`src/rtl/alu_result_stage.sv`:
```
// ALU result stage: 2-entry in-order buffer between the ALU and writeback,
// computing {N,Z,C,V} per word and committing them to the flag register on retire.
module alu_result_stage (
  input  logic        clk,
  input  logic        rst,
  input  logic        in_valid,
  output logic        in_ready,
  input  logic [15:0] in_result,
  input  logic        in_cout,
  input  logic        in_cin15,
  input  logic [2:0]  in_op,
  input  logic [2:0]  in_rd,
  input  logic        in_setflags,
  input  logic        flush,
  output logic        out_valid,
  input  logic        out_ready,
  output logic [15:0] out_result,
  output logic [2:0]  out_rd,
  output logic [3:0]  flags
);

  localparam int unsigned DATA_W = 16;
  localparam int unsigned RD_W   = 3;
  localparam int unsigned FLAG_W = 4;
  localparam int unsigned DEPTH  = 2;
  localparam int unsigned CNT_W  = 2;
  localparam logic [2:0]  OP_ADDSUB = 3'b011;

  typedef struct packed {
    logic [DATA_W-1:0] result;
    logic [RD_W-1:0]   rd;
    logic [FLAG_W-1:0] fl;
    logic              setflags;
  } entry_t;

  entry_t [DEPTH-1:0] mem_q, mem_n;
  logic [CNT_W-1:0]   count_q, count_n;
  logic               rd_ptr_q, rd_ptr_n;
  logic               wr_ptr_q, wr_ptr_n;
  logic [FLAG_W-1:0]  flags_n;
  logic               out_valid_n;
  logic [DATA_W-1:0]  out_result_n;
  logic [RD_W-1:0]    out_rd_n;

  logic               push_c;
  logic               pop_c;
  logic [FLAG_W-1:0]  new_flags_c;
  entry_t             new_entry_c;

  // Ready depends only on occupancy and reset, never on out_ready.
  assign in_ready = ~rst & (count_q != CNT_W'(DEPTH));
  assign push_c   = in_valid & in_ready;
  assign pop_c    = out_valid & out_ready;

  // Carry and overflow are only meaningful for ADD/SUB; logic ops clear them.
  always_comb begin
    new_flags_c = '0;
    new_flags_c[3] = in_result[DATA_W-1];
    new_flags_c[2] = (in_result == '0);
    if (in_op == OP_ADDSUB) begin
      new_flags_c[1] = in_cout;
      new_flags_c[0] = in_cout ^ in_cin15;
    end
    new_entry_c.result   = in_result;
    new_entry_c.rd       = in_rd;
    new_entry_c.fl       = new_flags_c;
    new_entry_c.setflags = in_setflags;
  end

  // Next-state: flush drops everything including a same-cycle push and commit.
  always_comb begin
    mem_n    = mem_q;
    count_n  = count_q;
    rd_ptr_n = rd_ptr_q;
    wr_ptr_n = wr_ptr_q;
    flags_n  = flags;
    if (flush) begin
      count_n  = '0;
      rd_ptr_n = 1'b0;
      wr_ptr_n = 1'b0;
    end else begin
      if (push_c) begin
        mem_n[wr_ptr_q] = new_entry_c;
        wr_ptr_n        = wr_ptr_q + 1'b1;
      end
      if (pop_c) begin
        rd_ptr_n = rd_ptr_q + 1'b1;
        if (mem_q[rd_ptr_q].setflags) begin
          flags_n = mem_q[rd_ptr_q].fl;
        end
      end
      count_n = count_q + CNT_W'(push_c) - CNT_W'(pop_c);
    end
    out_valid_n  = (count_n != '0);
    out_result_n = '0;
    out_rd_n     = '0;
    if (out_valid_n) begin
      out_result_n = mem_n[rd_ptr_n].result;
      out_rd_n     = mem_n[rd_ptr_n].rd;
    end
  end

  // Head presentation is registered from the post-update head.
  always_ff @(posedge clk) begin
    if (rst) begin
      mem_q      <= '0;
      count_q    <= '0;
      rd_ptr_q   <= 1'b0;
      wr_ptr_q   <= 1'b0;
      flags      <= '0;
      out_valid  <= 1'b0;
      out_result <= '0;
      out_rd     <= '0;
    end else begin
      mem_q      <= mem_n;
      count_q    <= count_n;
      rd_ptr_q   <= rd_ptr_n;
      wr_ptr_q   <= wr_ptr_n;
      flags      <= flags_n;
      out_valid  <= out_valid_n;
      out_result <= out_result_n;
      out_rd     <= out_rd_n;
    end
  end

endmodule

```
`config.mk`:
```
export PLATFORM = sky130hd
export DESIGN_NAME = alu_result_stage
export DESIGN_NICKNAME = d
export VERILOG_FILES = /design/src/rtl/alu_result_stage.sv
export SDC_FILE = /design/constraint.sdc
export NUM_CORES = 1
export LEC_CHECK = 0
export ABC_AREA = 1
export CAP_MARGIN = 20
export CORE_ASPECT_RATIO = 0.7
export CORE_MARGIN = 1.5
export CORE_UTILIZATION = 39
export CTS_CLUSTER_DIAMETER = 80
export CTS_CLUSTER_SIZE = 8
export DETAILED_ROUTE_END_ITERATION = 7
export GPL_ROUTABILITY_DRIVEN = 0
export HOLD_SLACK_MARGIN = 0.05
export MAX_ROUTING_LAYER = met4
export PLACE_DENSITY = 0.68
export SETUP_SLACK_MARGIN = 0.3
export SLEW_MARGIN = 20
export SYNTH_ARGS = -nofsm -noshare
export SYNTH_HDL_FRONTEND = slang
export SYNTH_SLANG_ARGS = --single-unit
```
`constraint.sdc`:
```
create_clock -name clk -period 2.55 [get_ports clk]
set_input_delay 0.6375 -clock clk [delete_from_list [all_inputs] [get_ports clk]]
set_output_delay 0.6375 -clock clk [all_outputs]
set_load 0.005 [all_outputs]
```
==> results.md <==
* Status: completed
* Clk_skew at 0.004620 ns
* H-Tree Level Count at 3
* Area of the multi-input gates at 1663 µm²
* Pwr dens at 629.8 nW/µm²
* Lkg Pwr at 2.070 nW
* DR iter-0 viols at 184
* Commonest non-fill, non-tap cells in the layout: 171 x nand2_1, 102 x nor2_1, 75 x dfxtp_1, 68 x inv_1, 64 x a21oi_1
* Ratio of cells with drive above 1 in the final layout at 7.468%
* Drt total wl at 8707 µm
* Hold Vio Cnt, Final at 0
* Commonest non-fill, non-tap cell in the layout: nand2_1
* # DRC at 0
* Worst Path Max Fanout at 4
* Post-synthesis sequential area ratio at 42.47%
* WS Path Type: input pin to output pin
* Pin count of the biggest net entering global routing at 41
* Post-DP HPWL at 5516 µm
* First-pass GRT wire length at 14350 µm
* Max_slew headroom at 50.97%
* Clk slew on worst S/H paths at 0.06 ns
* Via density at 4.608
* Fillers at 911
* Crit path capture: in_ready
* Initial Utilization at 39.81%
* Number of global-route vias before repair at 3101
* Die ar. at 9778 µm²
* Post-Syn Instances at 559
* Layout Nets at 643
* Initial DRT Pass Iterations at 4
* Startpoint types: input pin
* Vias after detailed routing at 3410
* Ratio of final minimum period to clock period at 86.49%
* Crit path from: rst
* Place WS at -0.04518 ns
* Num CTS Buffers at 9
* Maxcap violations at 0
* Post-placement cell area at 4264 µm²
* Syn_area_per_cell at 6.408 µm²
* Mapped Area at 3582 µm²
* Final std cell area, no fill at 4672 µm²
* Fin worst setup slack at 0.3446 ns
* Reg-to-reg slack, setup at 0.65 ns
* Sequential cell area at 1523 µm²
* Clk sinks at 76
* Yosys warns at 0
* Tightest Hold Check Type: register to register
* Core Region at 8999 µm²
* R2R depth at 5
* # diodes at 0
* Worst R2R Start: wr_ptr_q$_SDFFE_PP0N_
* Final Setup Violations at 0
* Clock Latency Late Sink at 0.33 ns
* Area delta synth->final at 30.42%
* Peak supply drop at 0.3842 mV
* Chip Height at 83.19 µm
* Synth Register Bits at 76
* Per-cell routed wire length at 11.77 µm
* Die X at 117.6 µm
* Maximum clock insertion buffer count at 2
* Synthesized net count at 591
* Max Clk Rate at 0.4534 GHz
* CP endpoint kind: output pin
* Initial antenna violation count at 0
* Routed Antenna Nets at 0
* Post-synth cell types at 23
* Ports at 55
* Congestion Overflow GR at 0
* FP Rows at 29
* Worst EP required at 1.91 ns
* Fin crit period at 2.205 ns
* Fin. max-slew vios at 0
* CTS root buffer: clkbuf_16
* Tot GR Track Use at 18.72%
* TritonCTS clock tree: done
* RSZ-0062 raised after global routing: false
* Least-Margin Pin Slew at 0.7355 ns
* Critical Path AT at 1.57 ns
* Port-buffer cells at 54
-- worst max-delay path, stage by stage --
cell,delay (ns)
dlygate4sd2_1,0.28
a21oi_2,0.14
clkdlybuf4s50_1,0.51
-- synthesized netlist by cell type --
cell / n / area (µm²)
nand2_1: 172 / 645.6
nor2_1: 105 / 394.1
dfxtp_1: 76 / 1521
inv_1: 68 / 255.2
a21oi_1: 65 / 325.3
o21ai_0: 16 / 80.08
buf_2: 12 / 60.06
clkbuf_1: 11 / 41.29
nand4_1: 5 / 31.28
buf_6: 4 / 45.04
nand3_1: 4 / 20.02
o21a_1: 4 / 30.03
inv_2: 3 / 11.26
ha_1: 2 / 25.02
nand3_2: 2 / 20.02
xnor2_1: 2 / 17.52
xor2_1: 2 / 17.52
buf_1: 1 / 3.750
buf_4: 1 / 7.510
nand3b_1: 1 / 7.510
nor2_2: 1 / 6.260
nor2_4: 1 / 11.26
nor3_1: 1 / 5.000
-- what timing repair did --
action | in CTS | in global routing
endpoints found under the hold margin | 0 | 0
gates resized for setup | 2 | 7
pin swaps | 0 | 2
hold buffers | 0 | 0
endpoints found under the setup margin | 1 | 6
gates cloned | 0 | 3
buffers inserted | 1 | 0
-- how the worst min path moves through the flow --
stage,from,to,slack [ns],cells after the start
global route,flags[2]$_SDFFE_PP0P_,flags[2]$_SDFFE_PP0P_,0.46,2
finish,flags[0]$_SDFFE_PP0P_,flags[0]$_SDFFE_PP0P_,0.44,2
global placement,flags[0]$_SDFFE_PP0P_,flags[0]$_SDFFE_PP0P_,0.44,2
CTS,flags[1]$_SDFFE_PP0P_,flags[1]$_SDFFE_PP0P_,0.45,2
floorplan,register,register,0.42,2
detailed placement,flags[1]$_SDFFE_PP0P_,flags[1]$_SDFFE_PP0P_,0.44,2
-- report_power, final --
group / total, mW / switching (mW) / internal [mW]
Clock: 1.30 / 0.467 / 0.837
Combinational: 0.379 / 0.207 / 0.173
Sequential: 1.26 / 0.0237 / 1.24
-- cells by family after synthesis --
| group | after synthesis | synth area share, % |
|---|---|---|
| adders and majority gates | 2 | 0.6985 |
| AOI/OAI and AO/OA | 85 | 12.16 |
| DFF | 76 | 42.47 |
| and+or+nand+nor | 292 | 31.85 |
| buffers and inverters | 100 | 11.84 |
| xor gates and xnor gates | 4 | 0.9782 |
-- cell type report --
type / instances / share of cell area, %
well taps: 124 / 3.321
flip-flops and latches: 76 / 32.59
inverters: 71 / 5.704
clock inverters: 3 / 0.9373
multi-input cells: 383 / 35.59
repair buffers: 70 / 16.07
clock buffers: 13 / 5.785
-- per-stage QoR --
step                      total power [mW]  cells  hold WS (ns)   TNS, ns  utilization, %
after floorplan                      1.505    559        0.4238         0               -
after global placement               1.631    720        0.4356         0           47.39
after detailed placement             1.640    720        0.4373  -0.04518           47.39
after CTS                            2.959    737        0.4463         0           50.99
after global routing                 3.078    740        0.4573         0           51.92
final                                2.942    740        0.4412         0           51.92
-- routing by layer --
| layer | share of wire [%] | wire [µm] | vias up | GRT usage [%] |
|---|---|---|---|---|
| li1 | - | - | 1814 | - |
| met1 | 49 | 4254 | 1502 | 23.83 |
| met2 | 45 | 3896 | 90 | 29.30 |
| met3 | 6.1 | 528 | 4 | 5.357 |
| met4 | 0.31 | 27 | 0 | 5.211 |
| met5 | 0 | 0 | - | - |
(Power assumes the default switching activity.)
